$ cat config.mk
export PLATFORM = sky130hd
export DESIGN_NAME = serial_add_sequencer
export DESIGN_NICKNAME = d
export VERILOG_FILES = /design/src/rtl/serial_add_sequencer.sv
export SDC_FILE = /design/constraint.sdc
export NUM_CORES = 1
export LEC_CHECK = 0
export CELL_PAD_IN_SITES_DETAIL_PLACEMENT = 1
export CELL_PAD_IN_SITES_GLOBAL_PLACEMENT = 2
export CORE_UTILIZATION = 35
export CTS_CLUSTER_DIAMETER = 50
export DETAILED_ROUTE_END_ITERATION = 7
export MAX_ROUTING_LAYER = met4
export PLACE_DENSITY_LB_ADDON = 0.1
export SETUP_SLACK_MARGIN = 0.3
export SLEW_MARGIN = 20
export SYNTH_ARGS = -nofsm -noshare
export SYNTH_HDL_FRONTEND = slang
export SYNTH_SLANG_ARGS = --single-unit
export TNS_END_PERCENT = 1
$ cat constraint.sdc
create_clock -name clk -period 2.8 [get_ports clk]
set_clock_uncertainty 0.2 [all_clocks]
set_input_delay 0.28 -clock clk [delete_from_list [all_inputs] [get_ports clk]]
set_output_delay 0.28 -clock clk [all_outputs]
set_load 0.05 [all_outputs]
$ cat src/rtl/serial_add_sequencer.sv
`default_nettype none
// ============================================================================
//  Module      : serial_add_sequencer (with helper full_adder)
//  Description : Bit-serial add/subtract unit. A single full adder is reused
//                over WIDTH clock cycles, LSB first, with a registered carry
//                between cycles. start/busy/done handshake, result and
//                carry/overflow/zero flags.
//  Ports       : clk, rst (async, active-high)
//                start, sub, a[WIDTH], b[WIDTH]          -> inputs
//                busy, done, result[WIDTH], cout,
//                overflow, zero                          -> outputs
//  Revision    : 1.0  initial release
// ============================================================================

// ----------------------------------------------------------------------------
//  full_adder : one-bit full adder, purely combinational.
// ----------------------------------------------------------------------------
module full_adder (
    input  logic i_a,
    input  logic i_b,
    input  logic i_cin,
    output logic o_s,
    output logic o_cout
);
    assign o_s    = i_a ^ i_b ^ i_cin;
    assign o_cout = (i_a & i_b) | (i_cin & (i_a ^ i_b));
endmodule

// ----------------------------------------------------------------------------
//  serial_add_sequencer : top level.
// ----------------------------------------------------------------------------
module serial_add_sequencer #(
    parameter int WIDTH = 8
) (
    input  logic             clk,
    input  logic             rst,
    input  logic             start,
    input  logic             sub,
    input  logic [WIDTH-1:0] a,
    input  logic [WIDTH-1:0] b,
    output logic             busy,
    output logic             done,
    output logic [WIDTH-1:0] result,
    output logic             cout,
    output logic             overflow,
    output logic             zero
);
    localparam int CNT_W = $clog2(WIDTH + 1);
    localparam logic [CNT_W-1:0] c_last_cnt = CNT_W'(WIDTH - 1);

    typedef enum logic [1:0] {
        ST_IDLE  = 2'd0,
        ST_SHIFT = 2'd1,
        ST_DONE  = 2'd2
    } state_t;

    state_t           r_state;
    state_t           w_state_next;
    logic             w_accept;

    logic [WIDTH-1:0] r_sr_a;      // operand A, refilled with sum bits from the top
    logic [WIDTH-1:0] r_sr_b;      // operand B (already inverted for subtract)
    logic             r_carry;
    logic [CNT_W-1:0] r_cnt;

    logic             w_fa_s;
    logic             w_fa_cout;
    logic             w_last;
    logic [WIDTH-1:0] w_sum_next;

    full_adder u_fa (
        .i_a    (r_sr_a[0]),
        .i_b    (r_sr_b[0]),
        .i_cin  (r_carry),
        .o_s    (w_fa_s),
        .o_cout (w_fa_cout)
    );

    assign w_last = (r_cnt == c_last_cnt);

    // The A register doubles as the result shift register: each consumed LSB
    // is replaced by the new sum bit entering at the MSB, so after WIDTH
    // shifts it holds the complete sum.
    assign w_sum_next = {w_fa_s, r_sr_a[WIDTH-1:1]};

    // Both status outputs decode the state register only.
    assign busy = (r_state == ST_SHIFT);
    assign done = (r_state == ST_DONE);

    // ------------------------------------------------------------------
    //  State register
    // ------------------------------------------------------------------
    always_ff @(posedge clk or posedge rst) begin
        if (rst) begin
            r_state <= ST_IDLE;
        end else begin
            r_state <= w_state_next;
        end
    end

    // ------------------------------------------------------------------
    //  Next-state logic
    // ------------------------------------------------------------------
    always_comb begin
        w_state_next = r_state;
        w_accept     = 1'b0;
        case (r_state)
            ST_IDLE: begin
                if (start) begin
                    w_accept     = 1'b1;
                    w_state_next = ST_SHIFT;
                end
            end
            ST_SHIFT: begin
                // start is deliberately ignored here
                if (w_last) begin
                    w_state_next = ST_DONE;
                end
            end
            ST_DONE: begin
                if (start) begin
                    w_accept     = 1'b1;
                    w_state_next = ST_SHIFT;
                end else begin
                    w_state_next = ST_IDLE;
                end
            end
            default: begin
                w_state_next = ST_IDLE;
            end
        endcase
    end

    // ------------------------------------------------------------------
    //  Datapath
    // ------------------------------------------------------------------
    always_ff @(posedge clk or posedge rst) begin
        if (rst) begin
            r_sr_a   <= '0;
            r_sr_b   <= '0;
            r_carry  <= 1'b0;
            r_cnt    <= '0;
            result   <= '0;
            cout     <= 1'b0;
            overflow <= 1'b0;
            zero     <= 1'b0;
        end else if (w_accept) begin
            // Subtract as a + ~b + 1: the +1 enters as the initial carry.
            r_sr_a  <= a;
            r_sr_b  <= sub ? ~b : b;
            r_carry <= sub;
            r_cnt   <= '0;
        end else if (r_state == ST_SHIFT) begin
            r_sr_a  <= w_sum_next;
            r_sr_b  <= {1'b0, r_sr_b[WIDTH-1:1]};
            r_carry <= w_fa_cout;
            r_cnt   <= r_cnt + CNT_W'(1);
            if (w_last) begin
                // r_carry is the carry into the MSB during this final bit.
                result   <= w_sum_next;
                cout     <= w_fa_cout;
                overflow <= r_carry ^ w_fa_cout;
                zero     <= (w_sum_next == '0);
            end
        end
    end

endmodule
`default_nettype wire

* Yosys cells after proc, flatten, opt, wreduce, memory -nomap -nowiden *
Cells that the tools add are included.
Widths: inputs -> output; s select.

storage, ports and cells
  flip-flop bits (word level) = 34
  bits of input ports = 20
  output and inout bits = 13
  logic and storage cells = 44

cells by class
  $add $sub $neg = 1
  equal/unequal tests = 5
  muxes and demuxes = 15
  bitwise operators = 8
  reductions and logical operators = 6

operators by type and width
  operator             number
  $mux 8               5
  $logic_not 8->1      1
  $mux 4               2
  $not 8->8            1
  $pmux 2 s3           1
  $mux 1               5
  $add 4x1->4 const B  1
  $eq 4x3->1 const B   1
  $mux 2               2
  $reduce_and 3->1     1
  $xor 1x1->1          3
  $and 1x1->1          2
  $eq 2x1->1 const B   1
  $eq 2x2->1 const B   1
  $logic_not 2->1      1
  $ne 2x1->1 const B   1
  $ne 2x2->1 const B   1
  $reduce_and 2->1     1
  $reduce_bool 2->1    1
  $reduce_or 2->1      1
  $not 1->1            1
  $or 1x1->1           1

* Longest topological paths before layout *
Gate-level depths: netlist (run 1).

  depth in word-level cells = 5
  depth in mapped cells = 6
  mapped depth without buffers = 4

* Modules after synthesis *
Synthesis (run 1) repeated with hierarchy kept, for this count alone.

unflattened totals
  cell total of the unflattened synthesis = 129
  area total of the unflattened synthesis = 1579.0 um2

by module, submodules not included
  module                instances  cells each  area an instance (um2)  sequential area each (um2)
  serial_add_sequencer  1          128         1559.0                  850.8
  full_adder            1          1           20.0                    0.0

* Worst setup path after synthesis (run 1) *
OpenSTA, ideal clock, no wires.

  path kind = register -> register
  start = reg r_cnt[0]
  end = reg cout
  setup time = 125 ps
  data arrival time = 1358 ps
  data required time = 2475 ps
  setup slack = 1118 ps
  stages on the path, launching flop included = 6
  buffers on the path = 1
  period minus slack after synthesis = 1682 ps
  path through = dfrtp_1 -> ha_1 -> nand2_1 -> nor3b_4 -> buf_6 -> mux2_2

between the ends
  longest elaborated chain between the ends = 2

ends and longest elaborated chain
  what                               line  RTL
  start: declaration                 64    logic [CNT_W-1:0] r_cnt;
  start signal: assignment           157   r_cnt <= r_cnt + CNT_W'(1);
  $eq 4x3->1                         79    assign w_last = (r_cnt == c_last_cnt);
  $reduce_and 3->1 (no source line)  -
  end signal: assignment             161   cout <= w_fa_cout;
  end: declaration                   44    output logic cout,

Every way passes these cells.
A chain may end at the register's enable or synchronous reset.

* Worst setup path in the final report (run 1) *
  start = reg r_state[0]
  end = out done

between the ends
  longest elaborated chain between the ends = 1

ends and longest elaborated chain
  what                      line  RTL
  start: declaration        57    state_t r_state;
  start signal: assignment  97    r_state <= w_state_next;
  $eq 2x2->1                88    assign done = (r_state == ST_DONE);
  end: declaration          42    output logic done,

Every way passes these cells.

==> results of run 1 <==
cell usage after synthesis (all sizes together):
cell / number / area share
mux2: 11 / 0.079
o21ai: 9 / 0.029
nor2: 2 / 0.0063
a21o: 8 / 0.038
xnor2: 1 / 0.0056
buf: 7 / 0.028
inv: 2 / 0.0048
nand4: 1 / 0.0040
clkbuf: 1 / 0.0024
nand2b: 1 / 0.0040
nand2: 13 / 0.031
dfrtp: 34 / 0.54
ha: 1 / 0.0079
fa: 1 / 0.013
nor2b: 2 / 0.0095
nor3b: 1 / 0.012
and2b: 1 / 0.0048
mux2i: 11 / 0.070
nor4: 2 / 0.0079
xor2: 9 / 0.050
a22o: 10 / 0.056
metal layers:
layer,part of all wire,GRT usage,up-vias
li1,-,-,513
met1,0.46,0.186,542
met2,0.48,0.231,28
met3,0.041,0.0365,8
met4,0.020,0.0748,0
met5,0,-,-
power by group through the flow:
| stage | logic (mW) | clock network (mW) | registers, mW |
|---|---|---|---|
| 2_1_floorplan | 0.657 | 0 | 1.11 |
| 3_3_place_gp | 1.20 | 0 | 0.893 |
| 3_5_place_dp | 1.22 | 0 | 0.903 |
| 4_1_cts | 1.23 | 0.442 | 0.895 |
| 5_1_grt | 1.31 | 0.459 | 0.924 |
| 6_report | 1.21 | 0.425 | 0.890 |
worst register-to-register path, stage by stage, from the launching register on:
cell and delay (ps):
dfrtp_1 390, ha_1 210, nand2_1 110, nor3b_4 600, mux2_2 410
cell families after synthesis:
family / after synthesis / synth area share
muxes: 22 / 0.148
AOI/OAI and AO/OA: 27 / 0.122
adders and majority gates: 2 / 0.0206
DFF: 34 / 0.539
xor gates and xnor gates: 10 / 0.0555
buffers and inverters: 10 / 0.0349
and+or+nand+nor: 23 / 0.0793
flip-flops by register name, summed over array words and instances (netlist names):
signal / count
overflow: 1
r_state: 2
result: 8
r_carry: 1
cout: 1
r_sr_a: 8
r_sr_b: 8
zero: 1
r_cnt: 4
worst max path at each step:
| stage | slack [ps] | cells after the start | end | from |
|---|---|---|---|---|
| after floorplan | 1120 | 5 | cout$_DFFE_PP0P_ | r_cnt[0]$_DFFE_PP0P_ |
| after global placement | 820 | 5 | r_sr_b[7]$_DFFE_PP0P_ | start |
| after detailed placement | 730 | 4 | result[5]$_DFFE_PP0P_ | r_cnt[0]$_DFFE_PP0P_ |
| after CTS | 640 | 2 | done | r_state[0]$_DFFE_PP0P_ |
| after global routing | 600 | 2 | done | r_state[0]$_DFFE_PP0P_ |
| final | 650 | 2 | done | r_state[0]$_DFFE_PP0P_ |
per-stage QoR:
stage / cell area [um2] / cells / util / hold WS (ps) / setup slack (ps)
floorplan: 1580 / 128 / - / 213 / 1120
global placement: 1950 / 207 / 0.448 / 290 / 823
detailed placement: 1950 / 207 / 0.448 / 290 / 732
CTS: 2060 / 215 / 0.473 / 212 / 639
global route: 2060 / 215 / 0.473 / 236 / 600
finish: 2060 / 215 / 0.473 / 192 / 654
area by class of cell:
type	count	share of cell area
clock buffers	8	0.0534
inverters	2	0.00364
multi-input cells	84	0.327
flip-flops and latches	34	0.413
well taps	52	0.0316
repair buffers	35	0.171
==> reports/metrics.csv, run 1 <==
metric,value,unit
crit_arrival,1670,ps
setup_viol,0,
cts_setup_buffers,0,
ctsHoldBuffers,0,
max_stage_delay,790,ps
final.period_utilization,0.766,
nets,184,
min_path_type,primary input to asynchronous set/reset pin,
grt_setup_unrepaired,false,
synthDistinctLibCells,25,
relSlewSlack,0.556,
ant_nets,0,
worst_pin_slew,665,ps
ir_drop,453,uV
fp.dieArea,4780,um2
multi_input_area,674,um2
start_kind,register,
ctsRootBufferMaster,clkbuf_8,
grt_pass1_wl,5440,um
portBuffers,32,
antennaDiodeCount,0,
drive_above_1_share,0.166,
grt_overflow,0,
path_clk_slew,70,ps
drt_wl_total,3190,um
finalCriticalPeriod,2150,ps
num-fill-cells,465,
p_int,1.52,mW
cts_buffers,5,
syn_avg_cell_area,12.3,um2
grt_start_max_net_pins,35,
die_w,69.1,um
yosys_warnings,0,
cts_tree,yes,
rr_worst_depth,4,
seqCellArea,851,um2
criticalPathCategory,register to output port,
max_freq,466,MHz
crit_chain,and2b_1 -> clkdlybuf4s50_1,
r2r_end,result[2]$_DFFE_PP0P_,
crit_buf_inv,1,
cp.required,2320,ps
power_frac_seq,0.353,
reg2reg_setup_slack,770,ps
drt-pass1-iter-count,4,
gp_congestion,0.687,
dp_hpwl,2160,um
clockPowerShare,0.169,
p_sw,1.01,mW
first_global_vias,1109,
drv_slew,0,
syn_to_final_growth,30.6,%
cts_sinks,34,
avgRoutedWirePerCell,14.8,um
drc_errors,0,
end_kind,output port,
tns,0,ps
outcome,"complete, no violations",
core_area,4350,um2
synth-seq-cells,34,
io_pins,33,
regToRegStartpoint,r_cnt[0]$_DFFE_PP0P_,
syn_inst,128,
die_h,69.1,um
initial_core_util,0.362,
grt_usage,0.151,
vias_per_cell,5.07,
htreeDepth,2,
drt-initial-drc-count,61,
p_leak,0.970,nW
antenna_found_initial,0,
cts_buffer_depth,2,
powerDensity,1220,nW/um2
total_power,2.52,mW
synth_fp_nets,150,
synthesis.area,1580,um2
synth_seq_area_share,0.539,
mostFrequentLayoutCell,dfrtp_1,
clock_latency,290,ps
combPwrFrac,0.478,
hold_viol_final,0,
cp_top_family,buffers and inverters,
final_cell_mix,"dfrtp_1 (34), clkdlybuf4s50_1 (31), nand2_1 (13)",
max_cap_violations,0,
crit_fanout,4,
cts_resized,0,
vias,1091,
p_sw_frac,0.399,
slowest_stage,clkdlybuf4s50_1,
row_count,24,
Note: power is estimated with default switching activity, not from simulation.
==> inputs of run 2 (changes only) <==
CORE_UTILIZATION = 30   (was 35)
clock period = 1.9 ns   (was 2.8 ns; I/O delays follow)
==> run 2 against run 1 <==
Cell count is 8.8% higher. Sequential power is 49% higher. Hold slack worse by 77 ps. Total power is 51% higher. First-iteration DRC count is 51% lower. Largest cell class unchanged. Non-clock buffer count is 1 higher. Utilization is 5.4 points lower. Critical path depth is 1 lower. Die area is 16% higher. Via count stayed put.
==> reports/metrics.csv, run 2 (synthesized netlist as in run 1, its figures left out) <==
metric,value,unit,change
cts_sinks,34,,unchanged
cts_resized,1,,+1
crit_arrival,1430,ps,-240 ps
drive_above_1_share,0.226,,+0.0600
ant_nets,0,,unchanged
p_leak,1.02,nW,+5.6%
antennaDiodeCount,0,,unchanged
nets,185,,+0.54%
finalCriticalPeriod,1820,ps,
end_kind,output port,,
path_clk_slew,70,ps,about the same
drt-pass1-iter-count,3,,-1
antenna_found_initial,0,,unchanged
cts_setup_buffers,0,,unchanged
worst_pin_slew,545,ps,-120 ps
met1_usage,0.182,,-0.00469
final_cell_mix,"dfrtp_1 (34), clkdlybuf4s50_1 (21), nand2_1 (12)",,
row_count,26,,+8.3%
cp.required,1510,ps,-810 ps
syn_to_final_growth,34.7,%,
grt_pass1_wl,5650,um,+3.8%
crit_chain,clkdlybuf4s50_1,,
crit_buf_inv,1,,unchanged
crit_fanout,2,,-2
cts_tree,yes,,
grt_usage,0.145,,-0.00609
drv_slew,0,,unchanged
die_h,74.5,um,+7.8%
htreeDepth,2,,unchanged
start_kind,register,,
avgRoutedWirePerCell,14.8,um,-0.12%
max_stage_delay,800,ps,about the same
fp.dieArea,5550,um2,+16%
cts_buffers,5,,unchanged
busiest_layer,met2,,
core_area,5070,um2,+17%
drt-initial-drc-count,30,,-51%
grt_start_max_net_pins,35,,unchanged
gr-usage-met2,0.219,,-0.0116
hold_viol_final,0,,unchanged
tns,0,ps,unchanged
final.period_utilization,0.958,,
setup_viol,0,,unchanged
ctsRootBufferMaster,clkbuf_8,,
dp_hpwl,2350,um,+8.6%
powerDensity,1790,nW/um2,+46%
met3_usage,0.0461,,+0.00952
slowest_stage,clkdlybuf4s50_1,,
ctsHoldBuffers,0,,unchanged
rr_worst_depth,5,,+1
cp_top_family,buffers and inverters,,
vias,1091,,unchanged
gp_congestion,0.767,,+12%
reg2reg_setup_slack,180,ps,-590 ps
top_regs,"r_sr_a: 8 flops, r_sr_b: 8 flops, result: 8 flops",,
max_cap_violations,0,,unchanged
fin_util,0.419,,-0.0544
criticalPathCategory,register to output port,,
mostFrequentLayoutCell,dfrtp_1,,
r2r_end,result[5]$_DFFE_PP0P_,,
io_pins,33,,unchanged
portBuffers,32,,unchanged
ir_drop,471,uV,+4.0%
max_freq,549,MHz,
grt_overflow,0,,unchanged
grt_setup_unrepaired,true,,
drt_wl_total,3470,um,+8.7%
initial_core_util,0.311,,-0.0515
regToRegStartpoint,r_cnt[1]$_DFFE_PP0P_,,
relSlewSlack,0.636,,+0.0801
first_global_vias,1129,,+1.8%
min_path_type,primary input to asynchronous set/reset pin,,
num-fill-cells,570,,+23%
drc_errors,0,,unchanged
cts_buffer_depth,2,,unchanged
die_w,74.5,um,+7.8%
outcome,"complete, no violations",,
clock_latency,280,ps,about the same
vias_per_cell,4.66,,-8.1%
-- run 2: cell type report --
| type | instances | area [um2] | area share |
|---|---|---|---|
| multi-input cells | 84 | 709 | 0.334 |
| clock inverters | 1 | 5.00 | 0.00235 |
| clock buffers | 7 | 86.3 | 0.0406 |
| flip-flops and latches | 34 | 851 | 0.400 |
| repair buffers | 36 | 379 | 0.178 |
| inverters | 2 | 7.51 | 0.00353 |
| well taps | 70 | 87.6 | 0.0412 |
-- run 2: per-stage QoR --
| step | cell area, um2 | setup WS [ps] | std cells | total power [mW] | hold WS, ps |
|---|---|---|---|---|---|
| after floorplan | 1610 | 257 | 128 | 2.68 | 123 |
| final | 2130 | 80.1 | 234 | 3.80 | 116 |
| after global routing | 2130 | 34.9 | 234 | 4.05 | 155 |
| after global placement | 2030 | 172 | 226 | 3.23 | 285 |
| after CTS | 2120 | 58.6 | 234 | 3.87 | 130 |
| after detailed placement | 2030 | 161 | 226 | 3.29 | 291 |
-- run 2: layer usage --
| metal | wire length, um | part of all wire | vias to the layer above |
|---|---|---|---|
| li1 | - | - | 521 |
| met1 | 1630 | 0.47 | 540 |
| met2 | 1640 | 0.47 | 23 |
| met3 | 157 | 0.045 | 7 |
| met4 | 45 | 0.013 | 0 |
| met5 | 0 | 0 | - |
-- run 2: worst max-delay path by stage --
stage	start	endpoint	slack, ps	cells after the start
6_report	result[4]$_DFFE_PP0P_	result[4]	80	1
4_1_cts	result[4]$_DFFE_PP0P_	result[4]	60	1
3_3_place_gp	start	r_sr_b[7]$_DFFE_PP0P_	170	4
2_1_floorplan	r_cnt[0]$_DFFE_PP0P_	cout$_DFFE_PP0P_	260	5
5_1_grt	result[4]$_DFFE_PP0P_	result[4]	30	1
3_5_place_dp	start	r_cnt[1]$_DFFE_PP0P_	160	4
-- run 2: where the power goes --
| part | total [mW] | leakage, nW | switching [mW] | internal (mW) |
|---|---|---|---|---|
| clock | 0.549 | 0.0482 | 0.257 | 0.292 |
| combinational | 1.92 | 0.551 | 1.02 | 0.898 |
| sequential | 1.33 | 0.425 | 0.267 | 1.06 |
| total | 3.80 | 1.02 | 1.55 | 2.25 |
